$ cat config.mk
export PLATFORM = sky130hd
export DESIGN_NAME = time_keeper_flat
export DESIGN_NICKNAME = d
export VERILOG_FILES = /design/src/rtl/time_keeper_if.sv /design/src/rtl/time_keeper.sv /design/src/flat_wrapper.sv
export SDC_FILE = /design/constraint.sdc
export NUM_CORES = 1
export LEC_CHECK = 0
export CAP_MARGIN = 20
export CELL_PAD_IN_SITES_DETAIL_PLACEMENT = 0
export CELL_PAD_IN_SITES_GLOBAL_PLACEMENT = 1
export CORE_AREA = 5 5 101 103
export DETAILED_ROUTE_END_ITERATION = 10
export DIE_AREA = 0 0 106 108
export PLACE_DENSITY = 0.71
export SLEW_MARGIN = 5
export SYNTH_ARGS = -nofsm -noshare
export SYNTH_HDL_FRONTEND = slang
export SYNTH_SLANG_ARGS = --single-unit
$ cat constraint.sdc
create_clock -name clk -period 2.1 [get_ports clk]
set_input_delay 0.42 -clock clk [delete_from_list [all_inputs] [get_ports clk]]
set_output_delay 0.42 -clock clk [all_outputs]
set_load 0.05 [all_outputs]
$ cat src/rtl/time_keeper_if.sv
// Control and time-of-day signal bundle between the alarm clock UI and time_keeper.
// The master drives the run/set controls and observes the time fields; the
// slave (time_keeper) does the reverse.
interface time_keeper_if;
  logic       run;
  logic       incMin;
  logic       incHour;
  logic       clearSec;
  logic [6:0] seconds;
  logic [6:0] minutes;
  logic [6:0] hours;
  logic       secTick;
  logic       pm;

  modport master (
    output run, incMin, incHour, clearSec,
    input  seconds, minutes, hours, secTick, pm
  );

  modport slave (
    input  run, incMin, incHour, clearSec,
    output seconds, minutes, hours, secTick, pm
  );
endinterface

$ cat src/rtl/time_keeper.sv
// time_keeper: divides clk down to a 1 Hz tick and keeps binary seconds,
// minutes and hours, with user set-time pulses for minutes/hours and a
// seconds clear. Optional macro TWELVE_HOUR_EN switches hours to a 1..12
// sequence with a PM flag; without it hours run 0..23 and pm is tied low.
module time_keeper #(
  parameter int TICKS_PER_SEC = 50000000
) (
  input logic         clk,
  input logic         rst_n,
  time_keeper_if.slave tk
);

  localparam int PW = (TICKS_PER_SEC > 1) ? $clog2(TICKS_PER_SEC) : 1;
  localparam logic [PW-1:0] PRESC_LAST = PW'(TICKS_PER_SEC - 1);

`ifdef TWELVE_HOUR_EN
  localparam logic [6:0] HOUR_RESET = 7'd12;
`else
  localparam logic [6:0] HOUR_RESET = 7'd0;
`endif

  logic [PW-1:0] presc;
  logic [6:0]    sec_q;
  logic [6:0]    min_q;
  logic [6:0]    hour_q;
  logic          tick_q;
  logic          inc_min_prev;
  logic          inc_hour_prev;

  logic          rise_min;
  logic          rise_hour;
  logic          tick;
  logic          sec_wrap;
  logic          min_carry;
  logic          min_step;
  logic          hour_step;
  logic [6:0]    sec_next;
  logic [6:0]    min_next;
  logic [6:0]    hour_next;

  // A tick is suppressed both while frozen and while seconds are being cleared.
  assign rise_min  = tk.incMin & ~inc_min_prev;
  assign rise_hour = tk.incHour & ~inc_hour_prev;
  assign tick      = tk.run & ~tk.clearSec & (presc == PRESC_LAST);
  assign sec_wrap  = tick & (sec_q == 7'd59);
  // A manual minute increment swallows the seconds carry, so it cannot ripple on.
  assign min_carry = sec_wrap & ~rise_min & (min_q == 7'd59);
  assign min_step  = rise_min | sec_wrap;
  assign hour_step = rise_hour | min_carry;

  // Next-value computation for the seconds and minutes fields.
  always_comb begin
    sec_next = sec_q;
    min_next = min_q;
    if (tk.clearSec)
      sec_next = 7'd0;
    else if (tick)
      sec_next = (sec_q == 7'd59) ? 7'd0 : sec_q + 7'd1;
    if (min_step)
      min_next = (min_q == 7'd59) ? 7'd0 : min_q + 7'd1;
  end

`ifdef TWELVE_HOUR_EN
  logic pm_q;
  logic pm_next;

  // Twelve-hour sequence: 11 -> 12 flips AM/PM, 12 -> 1 keeps it.
  always_comb begin
    hour_next = hour_q;
    pm_next   = pm_q;
    if (hour_step) begin
      if (hour_q == 7'd12) begin
        hour_next = 7'd1;
      end else begin
        hour_next = hour_q + 7'd1;
        if (hour_q == 7'd11)
          pm_next = ~pm_q;
      end
    end
  end

  // AM/PM flag register; reset lands on 12 AM.
  always_ff @(posedge clk or negedge rst_n) begin
    if (!rst_n)
      pm_q <= 1'b0;
    else
      pm_q <= pm_next;
  end

  assign tk.pm = pm_q;
`else
  // Twenty-four-hour sequence wrapping 23 -> 0.
  always_comb begin
    hour_next = hour_q;
    if (hour_step)
      hour_next = (hour_q == 7'd23) ? 7'd0 : hour_q + 7'd1;
  end

  assign tk.pm = 1'b0;
`endif

  // Prescaler: clear wins, otherwise counts while running and wraps on the tick.
  always_ff @(posedge clk or negedge rst_n) begin
    if (!rst_n)
      presc <= '0;
    else if (tk.clearSec)
      presc <= '0;
    else if (tk.run)
      presc <= (presc == PRESC_LAST) ? '0 : presc + 1'b1;
  end

  // Edge-detect history; reset high so a level held through reset is not a rise.
  always_ff @(posedge clk or negedge rst_n) begin
    if (!rst_n) begin
      inc_min_prev  <= 1'b1;
      inc_hour_prev <= 1'b1;
    end else begin
      inc_min_prev  <= tk.incMin;
      inc_hour_prev <= tk.incHour;
    end
  end

  // Time-of-day registers and the one-cycle seconds pulse, all updated together.
  always_ff @(posedge clk or negedge rst_n) begin
    if (!rst_n) begin
      sec_q  <= 7'd0;
      min_q  <= 7'd0;
      hour_q <= HOUR_RESET;
      tick_q <= 1'b0;
    end else begin
      sec_q  <= sec_next;
      min_q  <= min_next;
      hour_q <= hour_next;
      tick_q <= tick;
    end
  end

  assign tk.seconds = sec_q;
  assign tk.minutes = min_q;
  assign tk.hours   = hour_q;
  assign tk.secTick = tick_q;

endmodule

$ cat src/flat_wrapper.sv
// flat-port wrapper written by rule: the top's interface ports become plain ports
module time_keeper_flat 
#(
  parameter int TICKS_PER_SEC = 50000000
)
  (clk, rst_n, tk_run, tk_incMin, tk_incHour, tk_clearSec, tk_seconds, tk_minutes, tk_hours, tk_secTick, tk_pm);
  time_keeper_if tk_i ();
  input logic clk;
  input logic rst_n;
  input wire logic [$bits(tk_i.run)-1:0] tk_run;
  input wire logic [$bits(tk_i.incMin)-1:0] tk_incMin;
  input wire logic [$bits(tk_i.incHour)-1:0] tk_incHour;
  input wire logic [$bits(tk_i.clearSec)-1:0] tk_clearSec;
  output wire logic [$bits(tk_i.seconds)-1:0] tk_seconds;
  output wire logic [$bits(tk_i.minutes)-1:0] tk_minutes;
  output wire logic [$bits(tk_i.hours)-1:0] tk_hours;
  output wire logic [$bits(tk_i.secTick)-1:0] tk_secTick;
  output wire logic [$bits(tk_i.pm)-1:0] tk_pm;
  assign tk_i.run = tk_run;
  assign tk_i.incMin = tk_incMin;
  assign tk_i.incHour = tk_incHour;
  assign tk_i.clearSec = tk_clearSec;
  assign tk_seconds = tk_i.seconds;
  assign tk_minutes = tk_i.minutes;
  assign tk_hours = tk_i.hours;
  assign tk_secTick = tk_i.secTick;
  assign tk_pm = tk_i.pm;
  time_keeper #(.TICKS_PER_SEC(TICKS_PER_SEC)) u_core (.clk(clk), .rst_n(rst_n), .tk(tk_i));
endmodule
* After elaboration in Yosys (flattened, before gate mapping) *
Index checks and enable logic that the tools add are counted.

storage, ports and cells
  register bits = 50
  input bits = 6
  output and inout port bits = 23

cells by class
  add/subtract/negate cells = 4
  equality and inequality tests = 4
  muxes and demuxes = 8
  bitwise logic cells = 13
  reductions and logical operators = 2

operators with widths
  cell                     count
  $mux W26                 3
  $mux W7                  5
  $add A26 B1 Y26 const B  1
  $eq A26 B26 Y1 const B   1
  $add A7 B1 Y7 const B    3
  $eq A7 B6 Y1 const B     2
  $and A1 B1 Y1            7
  $eq A7 B5 Y1 const B     1
  $not A1 Y1               4
  $reduce_bool A2 Y1       2
  $or A1 B1 Y1             2

* Logic depth before layout (Yosys ltp) *
Gate-level depths: netlist of the first run.

  word-level depth = 7
  depth in mapped cells = 9

* Worst setup path after synthesis of the first run *
Ideal clock, no wire load.

  path type = register to register
  from = register u_core.min_q[0] (netlist: u_core.tk.minutes[0])
  to = register u_core.hour_q[4] (netlist: u_core.tk.hours[4])
  setup time = 76 ps
  arrival = 2306 ps
  slack = -283 ps
  cell stages (with the launch flop) = 8
  buffers on the path = 1
  period minus slack after synthesis = 2383 ps
  path through = dfrtp_1 > ha_1 > nand2_1 > nor4_1 > a41oi_1 > buf_2 > or3_1 > o21ai_1

on the way
  longest elaborated chain between the ends = 3

ends and longest elaborated chain
  element                 line                RTL
  from (decl)             time_keeper.sv:24   logic [6:0] min_q;
  from (signal assigned)  time_keeper.sv:132  min_q <= min_next;
  $eq A7 B6 Y1            time_keeper.sv:47   assign min_carry = sec_wrap & ~rise_min & (min_q == 7'd59);
  $and A1 B1 Y1           time_keeper.sv:47
  $or A1 B1 Y1            time_keeper.sv:49   assign hour_step = rise_hour | min_carry;
  to (signal assigned)    time_keeper.sv:133  hour_q <= hour_next;
  to (decl)               time_keeper.sv:25   logic [6:0] hour_q;

Every way passes these cells.
A chain may end at the register's enable or synchronous reset.

* Worst setup path after layout of the first run *
  from = register u_core.presc[16]
  to = register u_core.presc[19]

on the way
  longest elaborated chain between the ends = 4

ends and longest elaborated chain
  element                                                   line                RTL
  from (decl)                                               time_keeper.sv:22   logic [PW-1:0] presc;
  from (signal assigned)                                    time_keeper.sv:109  presc <= (presc == PRESC_LAST) ? '0 : presc + 1'b1;
  $add A26 B1 Y26 / $eq A26 B26 Y1 (equally long branches)  time_keeper.sv:109
  $mux W26 (*)                                              time_keeper.sv:109
  $mux W26 (*)                                              time_keeper.sv:108  else if (tk.run)
  $mux W26 (*)                                              time_keeper.sv:106  else if (tk.clearSec)

Every way passes the cells marked *; elsewhere a longest branch is shown, timed or not. The select of a mux whose other input is x is not followed.

==> results of run 1 <==
[how the worst max path moves through the flow]
stage                                  from  depth (start not counted)  slack, ps                                to
4_1_cts        u_core.presc[24]$_DFFE_PN0P_                          7         -4    u_core.tk.hours[3]$_DFFE_PN0P_
3_5_place_dp                         tk_run                          8       -420  u_core.tk.minutes[6]$_DFFE_PN0P_
6_report       u_core.presc[16]$_DFFE_PN0P_                          8        -30      u_core.presc[19]$_DFFE_PN0P_
5_1_grt        u_core.presc[16]$_DFFE_PN0P_                          8       -150    u_core.tk.hours[4]$_DFFE_PN0P_
3_3_place_gp                         tk_run                          8       -380  u_core.tk.minutes[6]$_DFFE_PN0P_
2_1_floorplan  u_core.presc[18]$_DFFE_PN0P_                          8          7      u_core.presc[22]$_DFFE_PN0P_
[where the power goes]
group          leakage, nW  switching (mW)  total, mW  internal [mW]
combinational        0.876           0.570      0.862          0.292
clock               0.0514           0.336      0.692          0.356
sequential           0.654           0.144       1.22           1.07
total                 1.58            1.05       2.77           1.72
[layout by cell type (no fill, tap or decap), drive strengths merged, types with 5 or more instances in the layout]
cell type,instances
a21oi,14
a221o,5
a31oi,12
and3,10
buf,49
clkbuf,6
clkdlybuf4s50,24
dfrtp,48
inv,5
nand2,39
nand3,27
nand4,6
nor2,23
nor3,7
nor4,10
o21ai,17
or3,6
xor2,6
[repair_timing]
| action | 4_1_cts | 5_1_grt |
|---|---|---|
| resized for setup | 7 | 25 |
| buffers inserted | 2 | 2 |
| setup endpoints to repair | 20 | 29 |
| pin swaps | 8 | 9 |
[layout make-up]
type	count	area (um^2)	share of cell area (%)
well taps	111	139	3.81
clock inverters	2	37.5	1.03
inverters	5	18.8	0.515
flip-flops and latches	50	1260	34.6
multi-input cells	226	1460	39.9
repair buffers	75	662	18.1
clock buffers	6	72.6	1.99
[cells by family (layout without fill, tap and decap cells)]
| group | after synthesis | after routing | synth area share (%) |
|---|---|---|---|
| AOI/OAI and AO/OA | 61 | 61 | 14.5 |
| xor gates and xnor gates | 8 | 8 | 2.60 |
| other | 1 | 1 | 0.139 |
| and+or+nand+nor | 150 | 150 | 30.9 |
| muxes | 2 | 2 | 0.790 |
| DFF | 50 | 50 | 46.6 |
| buffers and inverters | 17 | 88 | 2.70 |
| adders and majority gates | 4 | 4 | 1.86 |
[routing by layer]
layer,up-vias,GRT usage (%),part of all wire (%)
met5,-,0,0
met4,0,3.89,0.92
met3,4,2.39,3.4
met2,38,20.8,48
met1,1212,16.1,48
li1,1220,-,-
[registers in the layout, summed over array words and instances (netlist names)]
register,cells
u_core.tk.hours,7
u_core.inc_min_prev,1
u_core.tk.seconds,7
u_core.inc_hour_prev,1
u_core.presc,26
u_core.tk.secTick,1
u_core.tk.minutes,7
[worst max-delay path, cell delays in order, from the launching register on]
cell     delay, ps
dfrtp_1        400
nor4_1         270
nand3_1        190
buf_4          190
nor4_4         290
nor3_2          90
buf_12         170
and3_1         170
a221o_1        250
[metrics by stage]
step / area [um^2] / cells / worst slack, ps / util [%] / hold slack [ps]
6_report: 3650 / 475 / -31.0 / 40.0 / 219
5_1_grt: 3650 / 475 / -154 / 40.0 / 268
4_1_cts: 3550 / 473 / -3.91 / 39.0 / 248
3_5_place_dp: 3400 / 463 / -422 / 37.4 / 492
3_3_place_gp: 3400 / 463 / -379 / 37.4 / 486
2_1_floorplan: 2710 / 293 / 6.87 / - / 124
==> impl_metrics.tcl, run 1 <==
set metrics [dict create \
    gr-total-overflow 0 \
    post_drt_via_cell_ratio 5.21 \
    grt.total_usage_pct 12.3 \
    die_w_um 106 \
    n_fill_cell 930 \
    vias 2474 \
    core-area_mm2 0.00911 \
    synth_common_cells "dfrtp_1, nand2_1, nand3_1, nor2_1, a21oi_1" \
    netlist_area_mm2 0.00269 \
    period_needed_ps 2130 \
    cts_buffers 5 \
    worstHoldPathType "input pin to async pin" \
    drt_pass1_iterations 4 \
    synth_ff_type "dfrtp_1" \
    status "complete, but fails checks" \
    setup_ws_ps -31.0 \
    insertedDiodeCount 0 \
    synthArstFlopShare_pct 100 \
    yosysMostFrequentCell "dfrtp_1" \
    grt_pass1_wl_mm 11.6 \
    fin_nets 373 \
    drt_iter0_markers 129 \
    globalplace.congestion 0.817 \
    port_buffers 27 \
    violations "negative setup slack" \
    wl_mm 6.87 \
    synth-seq-cells 50 \
    slew_headroom_pct 31.0 \
    yosys.area.top_type "dfrtp_1" \
    syn_inst 293 \
    dp_hpwl_mm 4.72 \
    vdd_drop_max_mv 0.363 \
    fin_crit_sh_pct 101 \
    area_growth_pct 35.5 \
    cts_num_sinks 50 \
    critPathMaxFanout 30 \
    clockBufferDepth 2 \
    fmax_mhz 469 \
    worstPathArrival_ps 2320 \
    clock_latency_ps 310 \
    synth_edf_count 0 \
    drv_slew 0 \
    r2r_setup_slack_ps -30 \
    power_density_mw_per_mm2 760 \
    finalSetupViolations 7 \
    initial_core_util_pct 29.5 \
    worst_clock_skew_ps 13.8 \
    clk_pin_slew_worst_paths_ps 100 \
    critPathKind "register to register" \
    finalHoldViolCount 0 \
    avgSynthCellArea_um2 9.19 \
    p_total_mw 2.77 \
    crit_path_end_kind "register" \
    hold_buffers 0 \
    leakage_nw 1.58 \
    fin_setup_tns_ps -149 \
    ff2ff_path_depth 8 \
    cts_tree "done" \
    rows 35 \
    io_pins 29 \
    rsz0062_at_grt "true" \
    synth.area.top_cells "dfrtp_1, nand2_1, nand3_1" \
    htree_levels 2 \
    critPathLaunchType "register" \
    grt_pass1_vias 2403 \
    drcViolationCount 0 \
    synth-warning-count 0 \
    tightest_slew_ps 1030 \
    cap_viol_max_count 0 \
    dieHeight_um 108 \
    wl_per_cell_um 14.5 \
    seq_area_frac_synth_pct 46.6 \
    cts-root-buf "clkbuf_8" \
    fp.dieArea_mm2 0.0114 \
    reg2reg_to "u_core.presc[19]$_DFFE_PN0P_" \
    antenna_found_initial 0 \
    grt_max_degree 51 \
    reg2reg_from "u_core.presc[16]$_DFFE_PN0P_" \
    cp.required_ps 2290 \
    syn-num-nets 303 \
    synth_cell_types 51 \
    ant_nets 0 \
    yosys.area.top_type_share_pct 44.6 \
    drive_above_1_share_pct 25.5 \
]
(Power assumes the default switching activity.)
==> inputs of run 2 (changes only) <==
--- a/config.mk
+++ b/config.mk
@@ -12,6 +12,7 @@
 export DETAILED_ROUTE_END_ITERATION = 10
 export DIE_AREA = 0 0 106 108
 export PLACE_DENSITY = 0.71
+export SETUP_SLACK_MARGIN = 0.15
 export SLEW_MARGIN = 5
 export SYNTH_ARGS = -nofsm -noshare
 export SYNTH_HDL_FRONTEND = slang
==> impl_metrics.tcl, run 2 (synthesis gave the netlist of run 1 again) <==
set metrics [dict create \
    cts_buffers 5 \
    initial_core_util_pct 29.5 \
    grt_pass1_vias 2552 \
    core-area_mm2 0.00911 \
    p_total_mw 2.68 \
    post-route-util_pct 43.5 \
    fin_crit_sh_pct 99.3 \
    final_common_cell "buf_4" \
    cap_viol_max_count 0 \
    drt_iter0_markers 98 \
    post_drt_via_cell_ratio 5.11 \
    drcViolationCount 0 \
    drive_above_1_share_pct 34.9 \
    antenna_found_initial 0 \
    dp_hpwl_mm 4.75 \
    vias 2560 \
    tightest_slew_ps 540 \
    multi_input_area_mm2 0.00158 \
    largest_reg_flops 26 \
    clk_pin_slew_worst_paths_ps 110 \
    power_density_mw_per_mm2 676 \
    cts_tree "done" \
    seqCellArea_mm2 0.00126 \
    n_fill_cell 906 \
    period_needed_ps 2080 \
    critPathMaxFanout 4 \
    clock_latency_ps 310 \
    fp.dieArea_mm2 0.0114 \
    worstHoldPathType "input pin to async pin" \
    io_pins 29 \
    worst_clock_skew_ps 14.6 \
    gr-total-overflow 0 \
    finalHoldViolCount 0 \
    port_buffers 27 \
    crit_path_end_kind "register" \
    clockBufferDepth 2 \
    finalSetupViolations 0 \
    insertedDiodeCount 0 \
    worstPathArrival_ps 2350 \
    fmax_mhz 480 \
    cts-root-buf "clkbuf_8" \
    status "finished, final reports clean" \
    layout_common_cells "buf_4, dfrtp_1, nand2_1, nand3_1, nor2_1" \
    grt.total_usage_pct 12.9 \
    dieHeight_um 108 \
    drv_slew 0 \
    hold_buffers 0 \
    leakage_nw 1.84 \
    slew_headroom_pct 63.9 \
    wl_per_cell_um 14.2 \
    fin_nets 399 \
    area_growth_pct 47.2 \
    critPathLaunchType "register" \
    top_register "u_core.presc" \
    grt_max_degree 51 \
    rsz0062_at_grt "true" \
    die_w_um 106 \
    globalplace.congestion 0.803 \
    cts_num_sinks 50 \
    critPathKind "register to register" \
    htree_levels 2 \
    ant_nets 0 \
    wl_mm 7.12 \
    vdd_drop_max_mv 0.348 \
    rows 35 \
    grt_pass1_wl_mm 12.1 \
    drt_pass1_iterations 6 \
    cp.required_ps 2360 \
]
-- run 2: cell types whose count changed in the layout (fill, tap and decap cells not counted), moves of 4 or more --
cell and change:
dlygate4sd2_1 +20, buf_4 +20, and3_1 -4, buf_6 +6, and3_4 +4, clkdlybuf4s50_1 -21
-- run 2: layout make-up --
| class | count | share of cell area, % |
|---|---|---|
| multi-input combinational | 226 | 39.9 |
| tap | 111 | 3.50 |
| timing repair buffer | 101 | 21.8 |
| sequential | 50 | 31.8 |
| inverter | 5 | 0.474 |
| clock inverter | 2 | 0.410 |
| clock buffer | 6 | 2.08 |
-- run 2: worst paths after layout --
check                                                 start                               end  slack, ps  depth (start not counted)
max in group asynchronous                             rst_n    u_core.inc_hour_prev$_DFF_PN1_       1740                          2
max reg2reg                    u_core.presc[16]$_DFFE_PN0P_    u_core.tk.hours[3]$_DFFE_PN0P_         20                          7
max                            u_core.presc[16]$_DFFE_PN0P_    u_core.tk.hours[3]$_DFFE_PN0P_         20                          7
min in group clk           u_core.tk.minutes[5]$_DFFE_PN0P_  u_core.tk.minutes[5]$_DFFE_PN0P_        490                          1
min reg2reg                u_core.tk.minutes[5]$_DFFE_PN0P_  u_core.tk.minutes[5]$_DFFE_PN0P_        490                          1
min                                                   rst_n    u_core.tk.hours[4]$_DFFE_PN0P_         70                          2
-- run 2: repair_timing --
action	4_1_cts	5_1_grt
gates cloned	0	1
endpoints found under the setup margin	59	43
buffers inserted	10	6
pin swaps	22	23
gates resized for setup	43	37
-- run 2: critical path: stages (launching register included) --
cell and delay (ps):
dfrtp_1 420, nor4_2 250, nand3_1 130, buf_6 160
nor4_4 330, a41oi_2 180, or4b_1 500, nand2_1 70
-- run 2: power breakdown --
part	total, mW	switching (mW)	internal [mW]	leakage (nW)
clock network	0.622	0.350	0.272	0.0478
registers	1.22	0.146	1.07	0.656
logic	0.838	0.584	0.254	1.13
-- run 2: routing by layer --
layer  GRT usage, %  part of all wire [%]  vias up
li1               -                     -     1265
met1           16.6                    46     1243
met2           22.3                    50       44
met3           2.69                   3.6        8
met4           3.52                   1.1        0
met5              0                     0        -
-- run 2: per-stage QoR --
step	TNS (ps)	area (um^2)	setup slack, ps	hold slack [ps]	std cells
global placement	-7500	3530	-374	435	475
finish	0	3960	15.2	72.3	501
detailed placement	-8670	3530	-407	434	475
global route	-677	3960	-115	99.6	501
CTS	0	3780	38.6	83.5	493
floorplan	0	2730	53.8	124	293
==> inputs of run 3 (changes only) <==
--- a/config.mk
+++ b/config.mk
@@ -12,6 +12,7 @@
 export DETAILED_ROUTE_END_ITERATION = 10
 export DIE_AREA = 0 0 106 108
 export PLACE_DENSITY = 0.71
+export RECOVER_POWER = 50
 export SETUP_SLACK_MARGIN = 0.15
 export SLEW_MARGIN = 5
 export SYNTH_ARGS = -nofsm -noshare
==> impl_metrics.tcl, run 3 (synthesis gave the netlist of run 1 again) <==
set metrics [dict create \
    status "finished, final reports clean" \
    p_total_mw 2.67 \
    vias 2555 \
    cts_num_sinks 50 \
    cap_viol_max_count 0 \
    port_buffers 27 \
    die_w_um 106 \
    slew_headroom_pct 15.4 \
    worstHoldPathType "input pin to async pin" \
    cts_tree "done" \
    antenna_found_initial 0 \
    grt.total_usage_pct 12.9 \
    ff2ff_path_depth 7 \
    rows 35 \
    drv_slew 0 \
    core-area_mm2 0.00911 \
    fp.dieArea_mm2 0.0114 \
    placed_cells 475 \
    crit_path_cell_trace "nor4_2 > nand3_1 > buf_6 > nor4_4 > a41oi_2 > or4b_1 > nand2_1" \
    critPathLaunchType "register" \
    gr-total-overflow 0 \
    largest_reg_flops 26 \
    slowest_delay_ps 500 \
    reg2reg_to "u_core.tk.hours[3]$_DFFE_PN0P_" \
    grt_pass1_wl_mm 12.1 \
    crit_path_end_kind "register" \
    critPathMaxFanout 4 \
    hold-worst-slack_ps 447 \
    io_pins 29 \
    post_drt_via_cell_ratio 5.10 \
    top_register "u_core.presc" \
    setup_ws_ps 14.7 \
    cts-root-buf "clkbuf_8" \
    dp_hpwl_mm 4.75 \
    wl_per_cell_um 14.2 \
    htree_levels 2 \
    finalSetupViolations 0 \
    drt_pass1_iterations 6 \
    crit_path_start "u_core.presc[16]$_DFFE_PN0P_" \
    worstPathArrival_ps 2350 \
    worst_clock_skew_ps 14.7 \
    final_common_cell "buf_4" \
    r2r_setup_slack_ps 10 \
    clk_pin_slew_worst_paths_ps 110 \
    grt_max_degree 51 \
    wl_mm 7.11 \
    fin_nets 399 \
    cp.required_ps 2360 \
    initial_core_util_pct 29.5 \
    reg2reg_from "u_core.presc[16]$_DFFE_PN0P_" \
    fmax_mhz 480 \
    fin_setup_tns_ps 0 \
    hold_buffers 0 \
    period_needed_ps 2090 \
    clock_latency_ps 310 \
    drcViolationCount 0 \
    critPathKind "register to register" \
    place_worst_setup_slack_ps -407 \
    critPathSlowestCell "or4b_1" \
    layout_common_cells "buf_4, dfrtp_1, nand2_1, nand3_1, nor2_1" \
    cts_buffers 5 \
    dieHeight_um 108 \
    area_growth_pct 46.5 \
    fin_cells 501 \
    clockBufferDepth 2 \
    leakage_nw 1.83 \
    power_density_mw_per_mm2 678 \
    finalHoldViolCount 0 \
    tightest_slew_ps 1270 \
    fin_crit_sh_pct 99.3 \
    endpoint "u_core.tk.hours[3]$_DFFE_PN0P_" \
    drt_iter0_markers 100 \
    vdd_drop_max_mv 0.348 \
    grt_pass1_vias 2552 \
    drive_above_1_share_pct 34.6 \
    rsz0062_at_grt "true" \
    globalplace.congestion 0.803 \
    ant_nets 0 \
    insertedDiodeCount 0 \
]
## run 3: area by class of cell
class	instances	area [um^2]
fillers	910	5160
multi-input cells	226	1580
flip-flops and latches	50	1260
repair buffers	101	846
well taps	111	139
clock buffers	6	82.6
inverters	5	18.8
clock inverters	2	16.3
## run 3: how the worst min path moves through the flow
stage / endpoint / slack, ps / cells after the start
2_1_floorplan: u_core.presc[0]$_DFFE_PN0P_ / 120 / 0
3_3_place_gp: u_core.tk.seconds[5]$_DFFE_PN0P_ / 430 / 2
3_5_place_dp: u_core.tk.hours[6]$_DFFE_PN0P_ / 430 / 2
4_1_cts: u_core.tk.hours[6]$_DFFE_PN0P_ / 80 / 2
5_1_grt: u_core.tk.minutes[5]$_DFFE_PN0P_ / 520 / 1
6_report: u_core.tk.hours[6]$_DFFE_PN0P_ / 450 / 2
## run 3: per-stage QoR
step | utilization, % | instance area (um^2)
6_report | 43.3 | 3940
3_3_place_gp | 38.7 | 3530
5_1_grt | 43.3 | 3940
3_5_place_dp | 38.7 | 3530
4_1_cts | 41.6 | 3780
2_1_floorplan | - | 2730
## run 3: routing by layer
layer | global-route usage [%] | up-vias | share of wire [%]
met5 | 0 | - | 0
met4 | 3.52 | 0 | 1.1
met3 | 2.69 | 8 | 3.6
met2 | 22.3 | 44 | 49
met1 | 16.6 | 1239 | 46
li1 | - | 1264 | -
## run 3: where the power goes
group | total [mW] | switching (mW) | internal, mW
clock network | 0.622 | 0.350 | 0.272
registers | 1.22 | 0.146 | 1.07
logic | 0.832 | 0.583 | 0.249
## run 3: what timing repair did
item,in CTS,in global routing
endpoints found under the setup margin,59,43
pin swaps,22,23
cloned,0,1
setup buffers,10,6
gates resized for setup,43,37
## run 3: critical path, delay by kind of cell (launching register included)
family / cells / cell delay (ps)
AO/OA/AOI/OAI: 1 / 180
AND/OR/NAND/NOR: 5 / 1280
flip-flops: 1 / 420
buffers and inverters: 1 / 160
